## src/rtl/apu_pkg.sv

```systemverilog
// Purpose: shared APU timing constants, the frame-step state type and the
//          prescale helper used by the frame sequencer and the rate timers.
// Contents: MODE_4STEP/MODE_5STEP, STEPS_4/STEPS_5, step_e, frame_prescale().
package apu_pkg;

  localparam logic MODE_4STEP = 1'b0;
  localparam logic MODE_5STEP = 1'b1;

  localparam int unsigned STEPS_4 = 4;
  localparam int unsigned STEPS_5 = 5;

  typedef enum logic [2:0] {
    STEP0 = 3'd0,
    STEP1 = 3'd1,
    STEP2 = 3'd2,
    STEP3 = 3'd3,
    STEP4 = 3'd4
  } step_e;

  // Number of system clocks per frame tick (integer divide).
  function automatic int unsigned frame_prescale(input int unsigned clkrate,
                                                 input int unsigned hz);
    return clkrate / hz;
  endfunction

endpackage

```

## src/rtl/clk_prescaler.sv

```systemverilog
// Purpose: free-running down-counter that emits a one-cycle tick every
//          PRESCALE clocks. Shared by the frame sequencer and rate timers.
// Ports:
//   clk      in   system clock
//   rst      in   synchronous active-high reset (reloads the counter)
//   restart  in   reload the counter to PRESCALE-1 this edge
//   tick     out  high for the single cycle in which the counter is 0
module clk_prescaler #(
  parameter int unsigned PRESCALE = 20,
  parameter int unsigned PSW      = $clog2(PRESCALE)
) (
  input  logic clk,
  input  logic rst,
  input  logic restart,
  output logic tick
);

  logic [PSW-1:0] r_cnt;

  // Tick is decoded from the count so it lines up with the reload cycle.
  assign tick = (r_cnt == '0);

  always_ff @(posedge clk) begin
    if (rst || restart) begin
      r_cnt <= PSW'(PRESCALE - 1);
    end else if (r_cnt == '0) begin
      r_cnt <= PSW'(PRESCALE - 1);
    end else begin
      r_cnt <= r_cnt - PSW'(1);
    end
  end

endmodule

```

## src/rtl/frame_sequencer.sv

```systemverilog
// Purpose: APU frame sequencer. Divides clk to the frame-tick rate, walks a
//          4- or 5-step sequence and emits quarter/half-frame pulses plus a
//          latched frame IRQ.
// Ports:
//   clk              in   system clock
//   rst              in   synchronous active-high reset
//   cfg_we           in   frame-counter register write strobe
//   cfg_mode         in   0 = 4-step, 1 = 5-step (sampled on cfg_we)
//   cfg_irq_inhibit  in   1 = frame IRQ disabled (sampled on cfg_we)
//   irq_ack          in   clear frame IRQ
//   quarter_frame    out  one-cycle envelope/linear-counter pulse
//   half_frame       out  one-cycle length/sweep pulse
//   frame_irq        out  latched frame IRQ level
//   step             out  current sequence index 0..4
module frame_sequencer
  import apu_pkg::*;
#(
  parameter int unsigned CLKRATE  = 1_790_000,
  parameter int unsigned FRAME_HZ = 240,
  parameter int unsigned PSW      = $clog2(frame_prescale(CLKRATE, FRAME_HZ))
) (
  input  logic       clk,
  input  logic       rst,
  input  logic       cfg_we,
  input  logic       cfg_mode,
  input  logic       cfg_irq_inhibit,
  input  logic       irq_ack,
  output logic       quarter_frame,
  output logic       half_frame,
  output logic       frame_irq,
  output logic [2:0] step
);

  localparam int unsigned PRESCALE = frame_prescale(CLKRATE, FRAME_HZ);

  step_e r_step;
  logic  r_mode;
  logic  r_irq_inhibit;
  logic  r_quarter;
  logic  r_half;
  logic  r_irq;

  logic  w_tick;
  logic  w_quarter;
  logic  w_half;
  logic  w_irq_set;
  step_e w_next_step;

  clk_prescaler #(
    .PRESCALE (PRESCALE),
    .PSW      (PSW)
  ) u_prescaler (
    .clk     (clk),
    .rst     (rst),
    .restart (cfg_we),
    .tick    (w_tick)
  );

  // Action decode for the current step; unreachable indices fall back to
  // the wrap step so 4-step mode can never run past step 3.
  always_comb begin
    w_quarter   = 1'b0;
    w_half      = 1'b0;
    w_irq_set   = 1'b0;
    w_next_step = r_step;
    if (r_mode == MODE_4STEP) begin
      case (r_step)
        STEP0:   begin w_quarter = 1'b1; w_next_step = STEP1; end
        STEP1:   begin w_quarter = 1'b1; w_half = 1'b1; w_next_step = STEP2; end
        STEP2:   begin w_quarter = 1'b1; w_next_step = STEP3; end
        default: begin
          w_quarter   = 1'b1;
          w_half      = 1'b1;
          w_irq_set   = ~r_irq_inhibit;
          w_next_step = STEP0;
        end
      endcase
    end else begin
      case (r_step)
        STEP0:   begin w_quarter = 1'b1; w_next_step = STEP1; end
        STEP1:   begin w_quarter = 1'b1; w_half = 1'b1; w_next_step = STEP2; end
        STEP2:   begin w_quarter = 1'b1; w_next_step = STEP3; end
        STEP3:   begin w_next_step = STEP4; end
        default: begin w_quarter = 1'b1; w_half = 1'b1; w_next_step = STEP0; end
      endcase
    end
  end

  // Sequencer state, pulse registers and IRQ latch.
  always_ff @(posedge clk) begin
    if (rst) begin
      r_step        <= STEP0;
      r_mode        <= MODE_4STEP;
      r_irq_inhibit <= 1'b0;
      r_quarter     <= 1'b0;
      r_half        <= 1'b0;
      r_irq         <= 1'b0;
    end else if (cfg_we) begin
      // A write restarts the sequence and swallows any coincident tick;
      // 5-step mode clocks the units immediately.
      r_mode        <= cfg_mode;
      r_irq_inhibit <= cfg_irq_inhibit;
      r_step        <= STEP0;
      r_quarter     <= cfg_mode;
      r_half        <= cfg_mode;
      if (cfg_irq_inhibit || irq_ack) begin
        r_irq <= 1'b0;
      end
    end else begin
      r_quarter <= 1'b0;
      r_half    <= 1'b0;
      if (w_tick) begin
        r_quarter <= w_quarter;
        r_half    <= w_half;
        r_step    <= w_next_step;
      end
      // Set beats acknowledge.
      if (w_tick && w_irq_set) begin
        r_irq <= 1'b1;
      end else if (irq_ack) begin
        r_irq <= 1'b0;
      end
    end
  end

  assign quarter_frame = r_quarter;
  assign half_frame    = r_half;
  assign frame_irq     = r_irq;
  assign step          = r_step;

endmodule

```

## config.mk

```make
export PLATFORM = sky130hd
export DESIGN_NAME = frame_sequencer
export DESIGN_NICKNAME = d
export VERILOG_FILES = /design/src/rtl/apu_pkg.sv /design/src/rtl/clk_prescaler.sv /design/src/rtl/frame_sequencer.sv
export SDC_FILE = /design/constraint.sdc
export NUM_CORES = 1
export LEC_CHECK = 0
export CAP_MARGIN = 20
export CORE_ASPECT_RATIO = 1.4
export CORE_MARGIN = 5
export CORE_UTILIZATION = 40
export DETAILED_ROUTE_END_ITERATION = 6
export PLACE_DENSITY_LB_ADDON = 0.2
export REMOVE_ABC_BUFFERS = 1
export SLEW_MARGIN = 25
export SYNTH_ARGS = -nofsm -noshare
export SYNTH_HDL_FRONTEND = slang
export SYNTH_SLANG_ARGS = --single-unit
```

## constraint.sdc

```tcl
create_clock -name clk -period 2.7 [get_ports clk]
set_input_delay 0.405 -clock clk [delete_from_list [all_inputs] [get_ports clk]]
set_output_delay 0.405 -clock clk [all_outputs]
set_load 0.05 [all_outputs]
```

==> impl_results.md <==
* Initial Utilization at a little over two fifths
* Routed Antenna Nets at 0
* CTS sink count at 21
* Final hold violation count at 0
* Most frequent cell after synthesis: dfxtp_1
* CP endpoint kind: register
* Primary FF master, synth: dfxtp_1
* Critical Path Fanout Max at 5
* Setup-failing EPs final at 0
* EDFF count, synth at 0
* Post-CTS Hold Fix Bufs at 0
* Max-slew violations at 0
* CP required at approximately 2900 ps
* Total gr overflow at 0
* Die Area at 0.00361 mm^2
* WP data arrival at about 2300 ps
* Dpl hpwl at about 1600 um
* DR WL/cell at around 15 um
* Final clock skew at 2.33 ps
* PwrDens at 452 mW/mm^2
* Number of global-route vias before repair at a little over 800
* Placer Congestion at roughly 0.75
* Wire length of the first global-routing pass at 3730 um
* Netlist Area Pre-Place at 1000 um^2
* Post-synth ARST share at 0%
* Startpoint types: register
* Setup_tns at 0 ps
* RSZ-0062 raised after global routing: no
* Final period util at roughly 76%
* Seq cells post-synth at 21
* Worst slew pin tran at 615 ps
* Htree depth at 1
* Rows at 21
* Longest Clk Path Bufs at 2
* Final min period at 2040 ps
* Largest net degree at the start of global routing at 13
* Mapped Cells at 106
* Total GRT Usage at 13.3%
* Peak VDD IR at between 200 and 250 uV
* DRC at 0
* Post-DP Area at approximately 0.0011 mm^2
* Setup Buffers After CTS at 0
* I/O Buffers at 11
* Starting DRT DRC Count at 35
* Max frequency at ~500 MHz
* I/O Pins at 12
* Cts bufs inserted at 3
* PostCTS Resize Cnt at 0
* Die width at between 50 and 60 um
* Chip height at slightly below 70 um
* LEAKAGE at between 0.3 and 0.4 nW
* Fin area at between 0.001 and 0.0015 mm^2
* Register area share after synthesis at roughly 42%
* Max_slew headroom at between 50 and 60%
* Netlist cell types at 36
* Ant diodes at 0
* Area delta synth->final at 15.8%
* Share of layout cells above drive strength 1 at between 10% and 20%
* Vias per cell at 6.05
* Min-delay worst type: register to register
* Area of the core at 0.00239 mm^2
* TritonRoute pass-1 iters at 4
* CTS root buffer: clkbuf_4
* Clock Pin Slew Worst Setup and Hold Paths at 120 ps
* Total number of yosys warnings at 0
* Ranking of synthesized cells by area: dfxtp_1 (42%), o31ai_1 (3.8%), or4_1 (3.8%)
* Critical path class: register to register
* Initial antenna violation count at 0
* Max-cap violations at 0
* Status: finished, final reports clean
* Synth area leader: dfxtp_1
* Routed wire length at around 2200 um
* Synthesized area per cell at 9.43 um^2
* TritonCTS clock tree: built
* Share of the synthesized area in the top cell type at a little over two fifths
* Hold slack at 461 ps
* Final layout net count at between 100 and 150
* Via Count at slightly above 900
* Synth cell count leaders: dfxtp_1 (21), nand2_1 (5), o21ai_0 (5), o31ai_1 (5), or4_1 (5)
* Clk_lat worst skew at 300 ps
## layout by cell type, fill, tap and decap left out, types with 2 or more instances in the layout
cell	instances
dfxtp_1	21
clkdlybuf4s50_1	11
or4_1	5
o31ai_1	5
o21ai_0	5
nand2_1	5
nor4_1	4
nand4_1	4
a21oi_1	4
nor3_1	4
nor2_1	3
nand3_1	3
or3_2	3
or3_1	3
a211oi_1	3
clkbuf_4	3
buf_4	3
inv_1	2
nor4b_1	2
or3b_2	2
mux2i_1	2
nand2b_1	2
o32ai_1	2
or4b_2	2
ha_1	2
## sequential cells by signal (all words and copies together) (netlist names)
signal	flops
frame_irq	1
half_frame	1
quarter_frame	1
r_irq_inhibit	1
r_mode	1
step	3
u_prescaler.r_cnt	13
## worst paths after layout
path	to	from	cells after the start	slack [ps]
worst max-delay path	u_prescaler.r_cnt[6]	u_prescaler.r_cnt[0]	5	660
worst min-delay path	u_prescaler.r_cnt[0]	u_prescaler.r_cnt[0]	1	460
worst max register to register	u_prescaler.r_cnt[6]	u_prescaler.r_cnt[0]	5	660
worst min register to register	u_prescaler.r_cnt[0]	u_prescaler.r_cnt[0]	1	460
## metal layers
metal,share of wire (%),global-route usage (%),vias to the layer above
met4,1.0,4.26,0
li1,-,-,438
met1,41,14.9,442
met3,5.0,2.80,4
met5,0,0,-
met2,53,24.1,29
## per-stage QoR
stage	power [W]	cells	worst slack, ps	utilization (%)
6_report	0.000524	151	659	48.4
5_1_grt	0.000543	151	534	48.4
4_1_cts	0.000526	151	648	48.4
3_5_place_dp	0.000377	147	624	47.3
3_3_place_gp	0.000377	147	632	47.3
2_1_floorplan	0.000357	99	798	-
## area by class of cell
cell class              count  area [um^2]
fillers                   219         1230
multi-input cells          76          528
flip-flops and latches     21          420
repair buffers             14          133
well taps                  34         42.5
clock buffers               4         26.3
inverters                   2         7.51
## power by group
part	leakage [nW]	internal, W	switching [W]
sequential	0.171	0.000316	0.00000645
clock	0.0150	0.0000576	0.0000949
combinational	0.179	0.0000215	0.0000269
total	0.364	0.000395	0.000128
## cells by family after synthesis
group	after synthesis	synth area share [%]
AOI/OAI and AO/OA	23	16.1
xor gates and xnor gates	2	1.75
DFF	21	42.1
muxes	2	2.00
buffers and inverters	9	5.13
and+or+nand+nor	47	30.4
adders and majority gates	2	2.50
## critical path, stage by stage, from the launching register on
cell      delay, ps
dfxtp_1         360
inv_1            90
ha_1            220
or3b_2          520
or4_2           550
a211oi_1        240
(Power assumes the default switching activity.)
